## src/rtl/mii_rx_frame_gen_if.sv

```systemverilog
// Upstream byte stream feeding the MII receive frame generator.
interface mii_rx_frame_gen_if;
  logic       s_valid;
  logic [7:0] s_data;
  logic       s_last;
  logic       s_err;
  logic       s_ready;

  modport master (
    output s_valid,
    output s_data,
    output s_last,
    output s_err,
    input  s_ready
  );

  modport slave (
    input  s_valid,
    input  s_data,
    input  s_last,
    input  s_err,
    output s_ready
  );
endinterface

```

## src/rtl/mii_rx_frame_gen.sv

```systemverilog
// PHY-side MII receive frame generator: wraps an upstream byte stream in preamble, SFD,
// optional CRC-32 FCS and inter-frame gap, and emits it as MII receive nibbles.
module mii_rx_frame_gen #(
  parameter int unsigned PREAMBLE_NIBBLES = 15,
  parameter int unsigned IFG_NIBBLES      = 24,
  parameter bit          APPEND_CRC       = 1'b1
) (
  input  logic              mrx_clk,
  input  logic              rst_n,
  mii_rx_frame_gen_if.slave up,
  output logic [3:0]        mrxd,
  output logic              mrx_dv,
  output logic              mrx_err,
  output logic              crs,
  output logic              busy,
  output logic              frame_done,
  output logic              underrun
);

  localparam int unsigned PreIfgMax = (PREAMBLE_NIBBLES > IFG_NIBBLES) ? PREAMBLE_NIBBLES
                                                                        : IFG_NIBBLES;
  localparam int unsigned CntMax    = (PreIfgMax > 8) ? PreIfgMax : 8;
  localparam int unsigned CntW      = $clog2(CntMax);
  localparam logic [CntW-1:0] PreLast = CntW'(PREAMBLE_NIBBLES - 1);
  localparam logic [CntW-1:0] IfgLast = CntW'(IFG_NIBBLES - 1);
  localparam logic [CntW-1:0] FcsLast = CntW'(7);
  localparam logic [31:0]     CrcPoly = 32'hEDB88320;

  typedef enum logic [2:0] {
    StIdle, StPre, StSfd, StDlo, StDhi, StFcs, StAbort, StIfg
  } state_e;

  state_e          state_q, state_d;
  logic [CntW-1:0] cnt_q, cnt_d;
  logic [7:0]      held_data_q, held_data_d;
  logic            held_last_q, held_last_d;
  logic            held_err_q, held_err_d;
  logic [31:0]     crc_q, crc_d;
  logic [31:0]     crc_inv;
  logic [4:0]      fcs_base;
  logic            accept;
  logic [3:0]      mrxd_d;
  logic            dv_d, err_d, busy_d, done_d, under_d;

  // Reflected CRC-32 advanced by one byte, LSB first.
  function automatic logic [31:0] crc_byte(input logic [31:0] crc, input logic [7:0] data);
    logic [31:0] c;
    c = crc ^ {24'h0, data};
    for (int i = 0; i < 8; i++) begin
      c = c[0] ? ((c >> 1) ^ CrcPoly) : (c >> 1);
    end
    return c;
  endfunction

  // Ready in IDLE, and in DHI while more bytes of the current frame are expected.
  assign up.s_ready = (state_q == StIdle) || ((state_q == StDhi) && !held_last_q);
  assign accept     = up.s_valid && up.s_ready;

  // Next-state, counter, holding register and CRC update.
  always_comb begin
    state_d     = state_q;
    cnt_d       = cnt_q;
    held_data_d = held_data_q;
    held_last_d = held_last_q;
    held_err_d  = held_err_q;
    crc_d       = crc_q;
    if (accept) begin
      held_data_d = up.s_data;
      held_last_d = up.s_last;
      held_err_d  = up.s_err;
    end
    unique case (state_q)
      StIdle: begin
        if (accept) begin
          crc_d   = '1;
          cnt_d   = '0;
          state_d = StPre;
        end
      end
      StPre: begin
        if (cnt_q == PreLast) begin
          cnt_d   = '0;
          state_d = StSfd;
        end else begin
          cnt_d = cnt_q + CntW'(1);
        end
      end
      StSfd: state_d = StDlo;
      StDlo: state_d = StDhi;
      StDhi: begin
        crc_d = crc_byte(crc_q, held_data_q);
        cnt_d = '0;
        if (held_last_q) begin
          state_d = APPEND_CRC ? StFcs : StIfg;
        end else if (accept) begin
          state_d = StDlo;
        end else begin
          state_d = StAbort;
        end
      end
      StFcs: begin
        if (cnt_q == FcsLast) begin
          cnt_d   = '0;
          state_d = StIfg;
        end else begin
          cnt_d = cnt_q + CntW'(1);
        end
      end
      StAbort: begin
        cnt_d   = '0;
        state_d = StIfg;
      end
      StIfg: begin
        if (cnt_q == IfgLast) begin
          cnt_d   = '0;
          state_d = StIdle;
        end else begin
          cnt_d = cnt_q + CntW'(1);
        end
      end
      default: state_d = StIdle;
    endcase
  end

  // Output decode from the next state so every output comes straight from a flop.
  always_comb begin
    mrxd_d   = 4'h0;
    dv_d     = 1'b0;
    err_d    = 1'b0;
    done_d   = 1'b0;
    under_d  = 1'b0;
    busy_d   = (state_d != StIdle);
    crc_inv  = ~crc_d;
    fcs_base = {cnt_d[2:0], 2'b00};
    unique case (state_d)
      StPre: begin
        dv_d   = 1'b1;
        mrxd_d = 4'h5;
      end
      StSfd: begin
        dv_d   = 1'b1;
        mrxd_d = 4'hD;
      end
      StDlo: begin
        dv_d   = 1'b1;
        err_d  = held_err_d;
        mrxd_d = held_data_d[3:0];
      end
      StDhi: begin
        dv_d   = 1'b1;
        err_d  = held_err_d;
        mrxd_d = held_data_d[7:4];
        done_d = held_last_d && !APPEND_CRC;
      end
      StFcs: begin
        dv_d   = 1'b1;
        mrxd_d = crc_inv[fcs_base +: 4];
        done_d = (cnt_d == FcsLast);
      end
      StAbort: begin
        dv_d    = 1'b1;
        err_d   = 1'b1;
        done_d  = 1'b1;
        under_d = 1'b1;
      end
      default: ;
    endcase
  end

  // State, datapath and output registers.
  always_ff @(posedge mrx_clk or negedge rst_n) begin
    if (!rst_n) begin
      state_q     <= StIdle;
      cnt_q       <= '0;
      held_data_q <= '0;
      held_last_q <= 1'b0;
      held_err_q  <= 1'b0;
      crc_q       <= '0;
      mrxd        <= 4'h0;
      mrx_dv      <= 1'b0;
      mrx_err     <= 1'b0;
      crs         <= 1'b0;
      busy        <= 1'b0;
      frame_done  <= 1'b0;
      underrun    <= 1'b0;
    end else begin
      state_q     <= state_d;
      cnt_q       <= cnt_d;
      held_data_q <= held_data_d;
      held_last_q <= held_last_d;
      held_err_q  <= held_err_d;
      crc_q       <= crc_d;
      mrxd        <= mrxd_d;
      mrx_dv      <= dv_d;
      mrx_err     <= err_d;
      crs         <= dv_d;
      busy        <= busy_d;
      frame_done  <= done_d;
      underrun    <= under_d;
    end
  end

endmodule

```

## src/flat_wrapper.sv

```systemverilog
// flat-port wrapper written by rule: the top's interface ports become plain ports
module mii_rx_frame_gen_flat 
#(
  parameter int unsigned PREAMBLE_NIBBLES = 15,
  parameter int unsigned IFG_NIBBLES      = 24,
  parameter bit          APPEND_CRC       = 1'b1
)
  (mrx_clk, rst_n, mrxd, mrx_dv, mrx_err, crs, busy, frame_done, underrun, up_s_valid, up_s_data, up_s_last, up_s_err, up_s_ready);
  mii_rx_frame_gen_if up_i ();
  input  logic mrx_clk;
  input  logic rst_n;
  output logic [3:0] mrxd;
  output logic mrx_dv;
  output logic mrx_err;
  output logic crs;
  output logic busy;
  output logic frame_done;
  output logic underrun;
  input wire logic [$bits(up_i.s_valid)-1:0] up_s_valid;
  input wire logic [$bits(up_i.s_data)-1:0] up_s_data;
  input wire logic [$bits(up_i.s_last)-1:0] up_s_last;
  input wire logic [$bits(up_i.s_err)-1:0] up_s_err;
  output wire logic [$bits(up_i.s_ready)-1:0] up_s_ready;
  assign up_i.s_valid = up_s_valid;
  assign up_i.s_data = up_s_data;
  assign up_i.s_last = up_s_last;
  assign up_i.s_err = up_s_err;
  assign up_s_ready = up_i.s_ready;
  mii_rx_frame_gen #(.PREAMBLE_NIBBLES(PREAMBLE_NIBBLES), .IFG_NIBBLES(IFG_NIBBLES), .APPEND_CRC(APPEND_CRC)) u_core (.mrx_clk(mrx_clk), .rst_n(rst_n), .up(up_i), .mrxd(mrxd), .mrx_dv(mrx_dv), .mrx_err(mrx_err), .crs(crs), .busy(busy), .frame_done(frame_done), .underrun(underrun));
endmodule
```

## config.mk

```make
export PLATFORM = sky130hd
export DESIGN_NAME = mii_rx_frame_gen_flat
export DESIGN_NICKNAME = d
export VERILOG_FILES = /design/src/rtl/mii_rx_frame_gen_if.sv /design/src/rtl/mii_rx_frame_gen.sv /design/src/flat_wrapper.sv
export SDC_FILE = /design/constraint.sdc
export NUM_CORES = 1
export LEC_CHECK = 0
export BUFFER_PORTS_ARGS = -buffer_cell sky130_fd_sc_hd__buf_2
export CAP_MARGIN = 20
export CELL_PAD_IN_SITES_DETAIL_PLACEMENT = 2
export CELL_PAD_IN_SITES_GLOBAL_PLACEMENT = 2
export CORE_MARGIN = 2
export CORE_UTILIZATION = 37
export DETAILED_ROUTE_END_ITERATION = 16
export PLACE_DENSITY = 0.78
export SYNTH_ARGS = -nofsm -noshare
export SYNTH_HDL_FRONTEND = slang
export SYNTH_SLANG_ARGS = --single-unit
export TNS_END_PERCENT = 50
```

## constraint.sdc

```tcl
create_clock -name mrx_clk -period 2.35 [get_ports mrx_clk]
set_input_delay 0.1175 -clock mrx_clk [delete_from_list [all_inputs] [get_ports mrx_clk]]
set_output_delay 0.1175 -clock mrx_clk [all_outputs]
set_load 0.05 [all_outputs]
```

==> results.json <==
{
  "status": "finished with violations",
  "failed_checks": "negative hold slack, negative setup slack",
  "finalCritPeriodShare": 1.15,
  "synth.net_count": 370,
  "timing.hold.ws_ps": -4.21,
  "report.final.slew_viol_count": 0,
  "fp.dieW_um": 107,
  "timing.hold.worst.class": "input port to flop",
  "worstSkewPairLatency_ps": 380,
  "timing.critical_path.fanout_max": 11,
  "final_design_area_excluding_fillers_um2": 5240,
  "synth_async_sr_flop_share": 1.00,
  "via_to_cell_ratio": 6.09,
  "register_area_share_after_synthesis": 0.379,
  "dieArea_um2": 11400,
  "pre_cts_ws_ps": -263,
  "critPathCaptureType": "flop",
  "synth_top_cell_by_area": "sky130_fd_sc_hd__dfrtp_1",
  "synth-seq-cells": 59,
  "timing.fmax_ghz": 0.371,
  "place.detailed.hpwl_mm": 10.6,
  "synth-edff-count": 0,
  "critical_path_buf_inv_count": 3,
  "layout.nets": 465,
  "gr-usage-all-layers": 0.305,
  "chipHeight_um": 107,
  "clock-skew-final_ps": 11.9,
  "maximum_number_of_pins_on_one_net_before_global_route_repair": 60,
  "slowest_delay_ps": 510,
  "vias": 3597,
  "grt_pass1_wl_mm": 25.3,
  "syn-cell-area_um2": 3890,
  "avgSynthCellArea_um2": 11.0,
  "vias_in_the_first_global_route": 4037,
  "gp_congestion": 0.832,
  "finalSetupViolations": 4,
  "routing_usage_on_met1": 0.357,
  "syn-instance-count": 355,
  "io_pins": 24,
  "ctsLongestPathBuffers": 2,
  "rows": 37,
  "timing_worst_setup_path_type": "flop to flop",
  "startpoint_type": "flop",
  "worst_margin_pin_slew_ps": 815,
  "cts-htree-levels": 3,
  "postLayoutSetupSlackWorst_ps": -344,
  "synthDominantCellAreaShare": 0.379,
  "grt_antenna_before_repair": 0,
  "post_dp_cell_area_um2": 4580,
  "critical-path-slowest-cell": "sky130_fd_sc_hd__or4_4",
  "initial_core_util": 0.379,
  "grt.met2_usage": 0.552,
  "worst-endpoint-required_ps": 2590,
  "met3_usage": 0.0466,
  "post_synth_main_area_contributors": "sky130_fd_sc_hd__dfrtp_1 (38%), sky130_fd_sc_hd__xnor3_1 (5.8%), sky130_fd_sc_hd__xnor2_1 (5.6%), sky130_fd_sc_hd__a21oi_1 (4.4%), sky130_fd_sc_hd__xor2_1 (3.8%)",
  "synth-warning-count": 0,
  "drtAntennaViolNets": 0,
  "ys_types": 77,
  "layout_commonest_cell": "sky130_fd_sc_hd__buf_4",
  "clock_transition_at_path_regs_ps": 80,
  "post_route_cells_drive_above_1_share": 0.440,
  "place.port_buffers": 23,
  "slew_headroom": 0.453,
  "clock-sinks": 59,
  "detailedRoute.firstPassIterationCount": 5,
  "cts_tree": "done",
  "detailedRoute.firstIterationViolations": 218,
  "syn2layout_area_growth_pct": 34.7,
  "layout.cells.most_common_list": "sky130_fd_sc_hd__buf_4 (66), sky130_fd_sc_hd__dfrtp_1 (53), sky130_fd_sc_hd__a21oi_1 (30)",
  "crit_path_cell_trace": "inv_2 > ha_4 > and4b_4 > or4_4 > and3_4 > clkinv_4 > buf_4 > nor2_1 > nor4_1 > o31ai_1",
  "clockRootBuffer": "sky130_fd_sc_hd__clkbuf_8",
  "antenna_cells": 0,
  "grt_setup_unrepaired": "yes",
  "core_area_um2": 10300,
  "dp_cells": 558,
  "timing.final.crit_period_ps": 2690,
  "critical-path-top-delay-family": "simple AND/OR/NAND/NOR gates",
  "cap_violations": 0,
  "critical_path_arrival_ps": 2940,
  "synth_top_flop_cell": "sky130_fd_sc_hd__dfrtp_1",
  "drc": 0,
  "final_cell_count_no_fill": 591,
  "cts_inserted_buffers": 9,
  "wl_per_cell_um": 33.0,
  "globalRoute.totalOverflow": 0,
  "final_hold_viol_count": 1,
  "top_usage_layer": "met2",
  "route.final.wire_length_mm": 19.5
}
==> worst reg2reg max path, stage by stage (launching register included) <==
cell and delay [ps]:
sky130_fd_sc_hd__dfrtp_2 410, sky130_fd_sc_hd__inv_2 70, sky130_fd_sc_hd__ha_4 160, sky130_fd_sc_hd__and4b_4 200, sky130_fd_sc_hd__or4_4 510, sky130_fd_sc_hd__and3_4 240, sky130_fd_sc_hd__clkinv_4 150, sky130_fd_sc_hd__buf_4 180
sky130_fd_sc_hd__nor2_1 60, sky130_fd_sc_hd__nor4_1 410, sky130_fd_sc_hd__o31ai_1 170
==> path summary, 6_finish.rpt <==
check	from	endpoint	slack [ps]	cells past startpoint
setup / recovery	u_core.cnt_q[0]	u_core.mrxd[2]	-340	10
hold / removal	up_s_data[5]	u_core.held_data_q[5]	-4	2
setup reg to reg	u_core.cnt_q[0]	u_core.mrxd[2]	-340	10
hold reg to reg	u_core.held_err_q	u_core.held_err_q	580	1
max in group asynchronous	rst_n	u_core.held_data_q[2]	1730	3
min in group asynchronous	rst_n	u_core.crc_q[7]	280	3
==> state kept, by name (all words and copies together) (netlist names) <==
| register | cells |
|---|---|
| u_core.busy | 1 |
| u_core.frame_done | 1 |
| u_core.held_data_q | 8 |
| u_core.state_q | 3 |
| u_core.underrun | 1 |
| u_core.cnt_q | 5 |
| u_core.held_last_q | 1 |
| u_core.mrx_dv | 1 |
| u_core.crc_q | 32 |
| u_core.held_err_q | 1 |
| u_core.mrx_err | 1 |
| u_core.mrxd | 4 |
==> cells by family after synthesis <==
logic type	Yosys count	share of synthesized area
buf+inv	26	0.0424
xor+xnor	67	0.232
compound gates	98	0.179
fa+ha+maj	2	0.00643
flops	59	0.379
mux	12	0.0350
simple gates	91	0.125
==> cell type report <==
class	count	area, um^2
fill	1007	5040
timing repair buffer	100	779
inverter	10	42.5
clock inverter	5	52.6
multi-input combinational	270	2570
clock buffer	11	141
sequential	59	1480
tap	136	170
==> Yosys cell counts, types with 4 or more instances <==
cell type / instances
sky130_fd_sc_hd__dfrtp_1: 59
sky130_fd_sc_hd__a21oi_1: 34
sky130_fd_sc_hd__nor2_1: 29
sky130_fd_sc_hd__xnor2_1: 25
sky130_fd_sc_hd__xor2_1: 17
sky130_fd_sc_hd__nand2_1: 16
sky130_fd_sc_hd__xnor3_1: 10
sky130_fd_sc_hd__inv_1: 9
sky130_fd_sc_hd__mux2_2: 9
sky130_fd_sc_hd__o21ai_0: 8
sky130_fd_sc_hd__nand3_1: 7
sky130_fd_sc_hd__o22a_1: 7
sky130_fd_sc_hd__xnor2_2: 7
sky130_fd_sc_hd__clkbuf_1: 5
sky130_fd_sc_hd__a2bb2oi_1: 4
sky130_fd_sc_hd__and3_1: 4
sky130_fd_sc_hd__buf_2: 4
sky130_fd_sc_hd__nor3_1: 4
sky130_fd_sc_hd__o21ai_1: 4
sky130_fd_sc_hd__or3_1: 4
sky130_fd_sc_hd__xnor2_4: 4
==> per-layer routing <==
layer  share of wire  up-vias  routed length (um)
met4           0.059        0                1160
met5               0        -                   0
met3           0.041       79                 797
li1                -     1466                   -
met1            0.40     1894                7720
met2            0.50      158                9860
==> metrics by stage <==
step           TNS, ps   util
5_1_grt          -1280  0.510
2_1_floorplan        0      -
3_5_place_dp      -828  0.446
6_report          -929  0.510
3_3_place_gp      -158  0.446
4_1_cts           -149  0.488
==> what timing repair did <==
action                                  in CTS  in global routing
hold buffers                                 2                  0
setup buffers                                8                  8
gates resized for setup                     32                 31
endpoints found under the hold margin       60                  0
pin swaps                                    8                 12
endpoints found under the setup margin       5                  5
Power is left out: the tool's default activity adds up to more than one toggle a clock period on the data nets, which glitch-free logic cannot reach.
